===== src/rtl/pipe_ctrl.sv =====
// Pipeline hazard/stall controller: load-use, mispredict, ret, memory-wait and
// exception draining, with a run/memwait/drain/halt FSM and performance counters.
module pipe_ctrl #(
    parameter int unsigned MEM_TIMEOUT = 255
) (
    input  logic        clk_i,
    input  logic        rst_n_i,
    input  logic [3:0]  D_icode_i,
    input  logic [3:0]  d_srcA_i,
    input  logic [3:0]  d_srcB_i,
    input  logic [3:0]  E_icode_i,
    input  logic [3:0]  E_dstM_i,
    input  logic        e_Cnd_i,
    input  logic [3:0]  M_icode_i,
    input  logic [2:0]  m_stat_i,
    input  logic [2:0]  W_stat_i,
    input  logic        dmem_busy_i,
    output logic        F_stall_o,
    output logic        D_stall_o,
    output logic        D_bubble_o,
    output logic        E_stall_o,
    output logic        E_bubble_o,
    output logic        M_stall_o,
    output logic        M_bubble_o,
    output logic        W_stall_o,
    output logic        W_bubble_o,
    output logic        set_cc_o,
    output logic        cpu_halt_o,
    output logic        bus_err_o,
    output logic [1:0]  state_o,
    output logic [31:0] cycle_cnt_o,
    output logic [31:0] stall_cnt_o
);

    // Y86-64 instruction, register and status encodings
    localparam logic [3:0] IRMMOVQ = 4'h4;
    localparam logic [3:0] IMRMOVQ = 4'h5;
    localparam logic [3:0] IOPQ    = 4'h6;
    localparam logic [3:0] IJXX    = 4'h7;
    localparam logic [3:0] ICALL   = 4'h8;
    localparam logic [3:0] IRET    = 4'h9;
    localparam logic [3:0] IPUSHQ  = 4'hA;
    localparam logic [3:0] IPOPQ   = 4'hB;
    localparam logic [3:0] RNONE   = 4'hF;
    localparam logic [2:0] STAT_BUBBLE = 3'd0;
    localparam logic [2:0] STAT_AOK    = 3'd1;

    localparam int unsigned WAIT_W =
        ($clog2(MEM_TIMEOUT + 1) > 8) ? $clog2(MEM_TIMEOUT + 1) : 8;

    typedef enum logic [1:0] {
        RUN     = 2'd0,
        MEMWAIT = 2'd1,
        DRAIN   = 2'd2,
        HALT    = 2'd3
    } state_e;

    state_e              state_q, state_nxt;
    logic [WAIT_W-1:0]   wait_q, wait_nxt;
    logic                bus_err_q, bus_err_nxt;
    logic                cpu_halt_q;
    logic [31:0]         cycle_q, stall_q;

    logic load_use, mispredict, ret_pend, mem_acc, mem_wait, m_exc, w_exc;

    always_comb begin
        load_use   = (E_icode_i == IMRMOVQ || E_icode_i == IPOPQ) && (E_dstM_i != RNONE)
                     && (E_dstM_i == d_srcA_i || E_dstM_i == d_srcB_i);
        mispredict = (E_icode_i == IJXX) && !e_Cnd_i;
        ret_pend   = (D_icode_i == IRET) || (E_icode_i == IRET) || (M_icode_i == IRET);
        mem_acc    = (M_icode_i == IMRMOVQ) || (M_icode_i == IRMMOVQ) || (M_icode_i == IPUSHQ)
                     || (M_icode_i == IPOPQ) || (M_icode_i == ICALL) || (M_icode_i == IRET);
        mem_wait   = mem_acc && dmem_busy_i;
        m_exc      = (m_stat_i != STAT_AOK) && (m_stat_i != STAT_BUBBLE);
        w_exc      = (W_stat_i != STAT_AOK) && (W_stat_i != STAT_BUBBLE);
    end

    // Next state, pipeline controls and wait-counter update
    always_comb begin
        F_stall_o   = 1'b0;
        D_stall_o   = 1'b0;
        D_bubble_o  = 1'b0;
        E_stall_o   = 1'b0;
        E_bubble_o  = 1'b0;
        M_stall_o   = 1'b0;
        M_bubble_o  = 1'b0;
        W_stall_o   = 1'b0;
        W_bubble_o  = 1'b0;
        set_cc_o    = 1'b0;
        state_nxt   = state_q;
        bus_err_nxt = bus_err_q;

        case (state_q)
            RUN, MEMWAIT: begin
                if (mem_wait) begin
                    F_stall_o  = 1'b1;
                    D_stall_o  = 1'b1;
                    E_stall_o  = 1'b1;
                    M_stall_o  = 1'b1;
                    W_bubble_o = 1'b1;
                end else begin
                    F_stall_o  = load_use | ret_pend;
                    D_stall_o  = load_use;
                    D_bubble_o = mispredict | (ret_pend & ~load_use);
                    E_bubble_o = mispredict | load_use;
                end
                set_cc_o = (state_q == RUN) && !mem_wait && (E_icode_i == IOPQ)
                           && !m_exc && !w_exc;

                if (state_q == RUN && w_exc) begin
                    W_stall_o  = 1'b1;
                    W_bubble_o = 1'b0;
                    state_nxt  = HALT;
                end else if (m_exc) begin
                    state_nxt = DRAIN;
                end else if (mem_wait) begin
                    if (state_q == MEMWAIT && wait_q == WAIT_W'(MEM_TIMEOUT - 1)) begin
                        state_nxt   = HALT;
                        bus_err_nxt = 1'b1;
                    end else begin
                        state_nxt = MEMWAIT;
                    end
                end else begin
                    state_nxt = RUN;
                end
            end
            DRAIN: begin
                F_stall_o  = 1'b1;
                D_stall_o  = 1'b1;
                M_bubble_o = 1'b1;
                if (w_exc) begin
                    W_stall_o = 1'b1;
                    state_nxt = HALT;
                end
            end
            default: begin
                F_stall_o = 1'b1;
                D_stall_o = 1'b1;
                E_stall_o = 1'b1;
                M_stall_o = 1'b1;
                W_stall_o = 1'b1;
            end
        endcase

        wait_nxt = (state_q == MEMWAIT && state_nxt == MEMWAIT) ? wait_q + WAIT_W'(1) : '0;

        // Controls are forced quiet while reset is held
        if (!rst_n_i) begin
            F_stall_o  = 1'b0;
            D_stall_o  = 1'b0;
            D_bubble_o = 1'b0;
            E_stall_o  = 1'b0;
            E_bubble_o = 1'b0;
            M_stall_o  = 1'b0;
            M_bubble_o = 1'b0;
            W_stall_o  = 1'b0;
            W_bubble_o = 1'b0;
            set_cc_o   = 1'b0;
        end
    end

    always_ff @(posedge clk_i) begin
        if (!rst_n_i) begin
            state_q    <= RUN;
            wait_q     <= '0;
            bus_err_q  <= 1'b0;
            cpu_halt_q <= 1'b0;
            cycle_q    <= '0;
            stall_q    <= '0;
        end else begin
            state_q    <= state_nxt;
            wait_q     <= wait_nxt;
            bus_err_q  <= bus_err_nxt;
            cpu_halt_q <= (state_nxt == HALT);
            if (state_q != HALT) begin
                if (cycle_q != 32'hFFFF_FFFF) cycle_q <= cycle_q + 32'd1;
                if (F_stall_o && stall_q != 32'hFFFF_FFFF) stall_q <= stall_q + 32'd1;
            end
        end
    end

    assign state_o     = state_q;
    assign cpu_halt_o  = cpu_halt_q;
    assign bus_err_o   = bus_err_q;
    assign cycle_cnt_o = cycle_q;
    assign stall_cnt_o = stall_q;

endmodule


===== config.mk =====
export PLATFORM = sky130hd
export DESIGN_NAME = pipe_ctrl
export DESIGN_NICKNAME = d
export VERILOG_FILES = /design/src/rtl/pipe_ctrl.sv
export SDC_FILE = /design/constraint.sdc
export NUM_CORES = 1
export LEC_CHECK = 0
export CORE_MARGIN = 4
export CORE_UTILIZATION = 44
export CTS_CLUSTER_SIZE = 25
export DETAILED_ROUTE_END_ITERATION = 10
export PLACE_DENSITY = 0.76
export SLEW_MARGIN = 10
export SYNTH_ARGS = -nofsm -noshare
export SYNTH_HDL_FRONTEND = slang
export SYNTH_SLANG_ARGS = --single-unit

===== constraint.sdc =====
create_clock -name clk_i -period 1.7 [get_ports clk_i]
set_input_delay 0.17 -clock clk_i [delete_from_list [all_inputs] [get_ports clk_i]]
set_output_delay 0.17 -clock clk_i [all_outputs]
set_load 0.03 [all_outputs]

==> flow_metrics.py <==
metrics = {
    "grt": {
        "grt_pass1_vias": 5395,
        "grt_first_pass_wirelength_mm": 25.67,
        "overflow": 0,
        "grt_max_degree": 22,
        "grt_usage_pct": 28.57,
        "antenna_found_initial": 0,
    },
    "floorplan": {
        "placement_rows": 34,
        "die_area_um2": 10910,
        "die-height_um": 104.5,
        "pin_count": 112,
        "start_util_pct": 46.05,
        "core_area_um2": 8891,
        "dieWidth_um": 104.5,
    },
    "clock_network": {
        "cts_buffer_depth": 2,
        "root_buffer": "clkbuf_8",
        "cts-buffers-inserted": 9,
        "h-tree-depth": 3,
        "path_clk_slew_ns": 0.09,
        "holdBufCountCts": 0,
        "numClockSinks": 76,
        "cts_tree": "done",
        "insertion_delay_ns": 0.36,
    },
    "final_layout": {
        "final_common_cell": "buf_4",
        "diodes": 0,
        "area_growth_pct": 84.02,
        "drive_gt1_share_pct": 47.54,
        "num-nets-final": 784,
        "layout_common_cells": "buf_4, clkdlybuf4s50_1, nor2_1, dfxtp_4, nand2_1",
        "layout.cells.non_filler": 859,
    },
    "sta": {
        "slew_viol_final": 0,
        "fin_crit_sh_pct": 122.0,
        "finalClockSkew_ns": 0.01731,
        "worst_slack_ns": -0.3732,
        "max_freq_mhz": 482.4,
        "min_period_ns": 2.073,
        "hold_viol_final": 0,
        "relSlewSlack_pct": 64.78,
        "rsz0062_at_grt": "yes",
        "finalSetupViolations": 63,
        "worst_slew_pin_slew_ns": 0.5243,
    },
    "synthesis": {
        "syn_avg_cell_area_um2": 8.287,
        "synthArstFlopShare_pct": 0,
        "yosys.cell_types.count": 60,
        "syn-cell-area_um2": 4094,
        "synth_edf_count": 0,
        "synth_warnings": 0,
        "synth_cells": 494,
        "yosysSeqAreaShare_pct": 37.16,
        "ys_ff_latch": 76,
        "synth_nets": 532,
        "synthFlopType": "dfxtp_1",
    },
    "worst_setup_path": {
        "cp.arrival_ns": 2.33,
        "max_stage_delay_ns": 0.56,
        "endpoint_kind": "register",
        "crit_top_cell": "nor4_4",
        "slowest_stage": "nor4_4",
        "critical_path_required_ns": 1.95,
        "path_class": "register to register",
        "cp_max_fo": 3,
        "cp_cell_sequence": "nand4_1 -> nor4_4 -> nand2_2 -> buf_4 -> nor4_4 -> mux2i_1",
        "start_kind": "register",
    },
    "power_and_ir_drop": {
        "p_leak_nw": 3.189,
        "ir_drop_mv": 0.4692,
        "p_per_area_nw_per_um2": 512.9,
        "finalPower_mw": 3.864,
    },
    "route": {
        "vias": 5370,
        "vias_per_cell": 6.251,
        "drtPass1Iterations": 6,
        "wl_mm": 18.60,
        "dr.first_iter.drc_count": 516,
        "drc": 0,
        "ant_nets": 0,
        "wl_per_cell_um": 21.65,
    },
    "min_path": {
        "hp-class": "register to register",
    },
    "placed_design": {
        "gp_congestion": 0.9087,
        "port_buffers": 109,
        "post-place-cells": 819,
        "dp_hpwl_mm": 10.16,
    },
    "run_status": {
        "outcome": "finished with violations",
        "violations": "negative setup slack",
    },
    "flow_run": {
        "cap_violations": 0,
    },
}
-- cell families after synthesis --
logic type      synth area share (%)
compound gates                 12.10
xor+xnor                       8.771
fa+ha+maj                      1.223
buf+inv                        4.248
flops                          37.16
mux                            1.956
simple gates                   34.54
-- metal layers --
metal,part of all wire [%],track usage [%],vias to the layer above
li1,-,-,2303
met1,37,32.82,2534
met2,48,50.23,413
met3,9.0,5.587,120
met4,5.6,14.34,0
met5,0,0,-
-- state kept, by name, indices dropped and copies added, names as in the netlist --
name / cells
cycle_cnt_o: 32
stall_cnt_o: 32
wait_q: 8
state_o: 2
bus_err_o: 1
cpu_halt_o: 1
-- where the power goes --
group	switching [mW]	leakage, nW	internal (mW)	total (mW)
sequential	0.0251	0.651	1.76	1.79
combinational	0.417	2.45	0.344	0.761
clock	0.708	0.0927	0.608	1.32
total	1.15	3.19	2.71	3.86
-- path summary, 6_finish.rpt --
kind,cells after the start,from,endpoint,slack [ns]
setup reg to reg,6,stall_cnt_o[13]$_SDFFE_PN0P_,stall_cnt_o[28]$_SDFFE_PN0P_,-0.37
hold / removal,1,wait_q[0]$_SDFF_PN0_,wait_q[0]$_SDFF_PN0_,0.51
setup / recovery,6,stall_cnt_o[13]$_SDFFE_PN0P_,stall_cnt_o[28]$_SDFFE_PN0P_,-0.37
hold reg to reg,1,wait_q[0]$_SDFF_PN0_,wait_q[0]$_SDFF_PN0_,0.51
-- area by class of cell --
cell class                      count  area, um2
Fill cell                         445       1358
Inverter                           14      52.55
Clock buffer                       12      155.1
Timing Repair Buffer              262       2387
Multi-Input combinational cell    383       3105
Clock inverter                      4      23.77
Sequential cell                    76       1674
Tap cell                          108      135.1
-- worst max-delay path: cells and delay by family, from the launching register on --
kind	cells	cell delay [ns]
DFF	1	0.36
muxes	1	0.27
and+or+nand+nor	4	1.15
buffers and inverters	1	0.19
-- cell usage after synthesis (11+ instances only) --
cell	count	share of area, %
nor2_1	59	5.4
a21oi_1	22	2.7
dfxtp_1	76	37
xnor2_1	19	4.1
or3_1	14	2.1
clkbuf_1	11	1.0
nand4_1	23	3.5
and3_1	11	1.7
inv_1	14	1.3
o21ai_0	18	2.2
xor2_1	22	4.7
nand2_1	36	3.3
nand3_1	36	4.4
-- repair_timing --
item                       CTS  global route
pin swaps                   63            51
gates resized for setup    127            82
buffers inserted            21             2
gates cloned                 2             1
setup endpoints to repair   69            99
-- through the flow --
step	area, um2	util, %	setup TNS [ns]	worst slack (ns)	hold WS [ns]
3_5_place_dp	6555	73.73	-19.76	-0.5685	0.4789
4_1_cts	7289	81.99	-6.400	-0.1831	0.4916
5_1_grt	7533	84.73	-17.17	-0.4025	0.5384
2_1_floorplan	4476	-	-3.075	-0.2186	0.3412
3_3_place_gp	6555	73.73	-14.36	-0.4805	0.4396
6_report	7533	84.73	-12.00	-0.3732	0.5149
No activity file was read; power rests on OpenSTA's default activity.
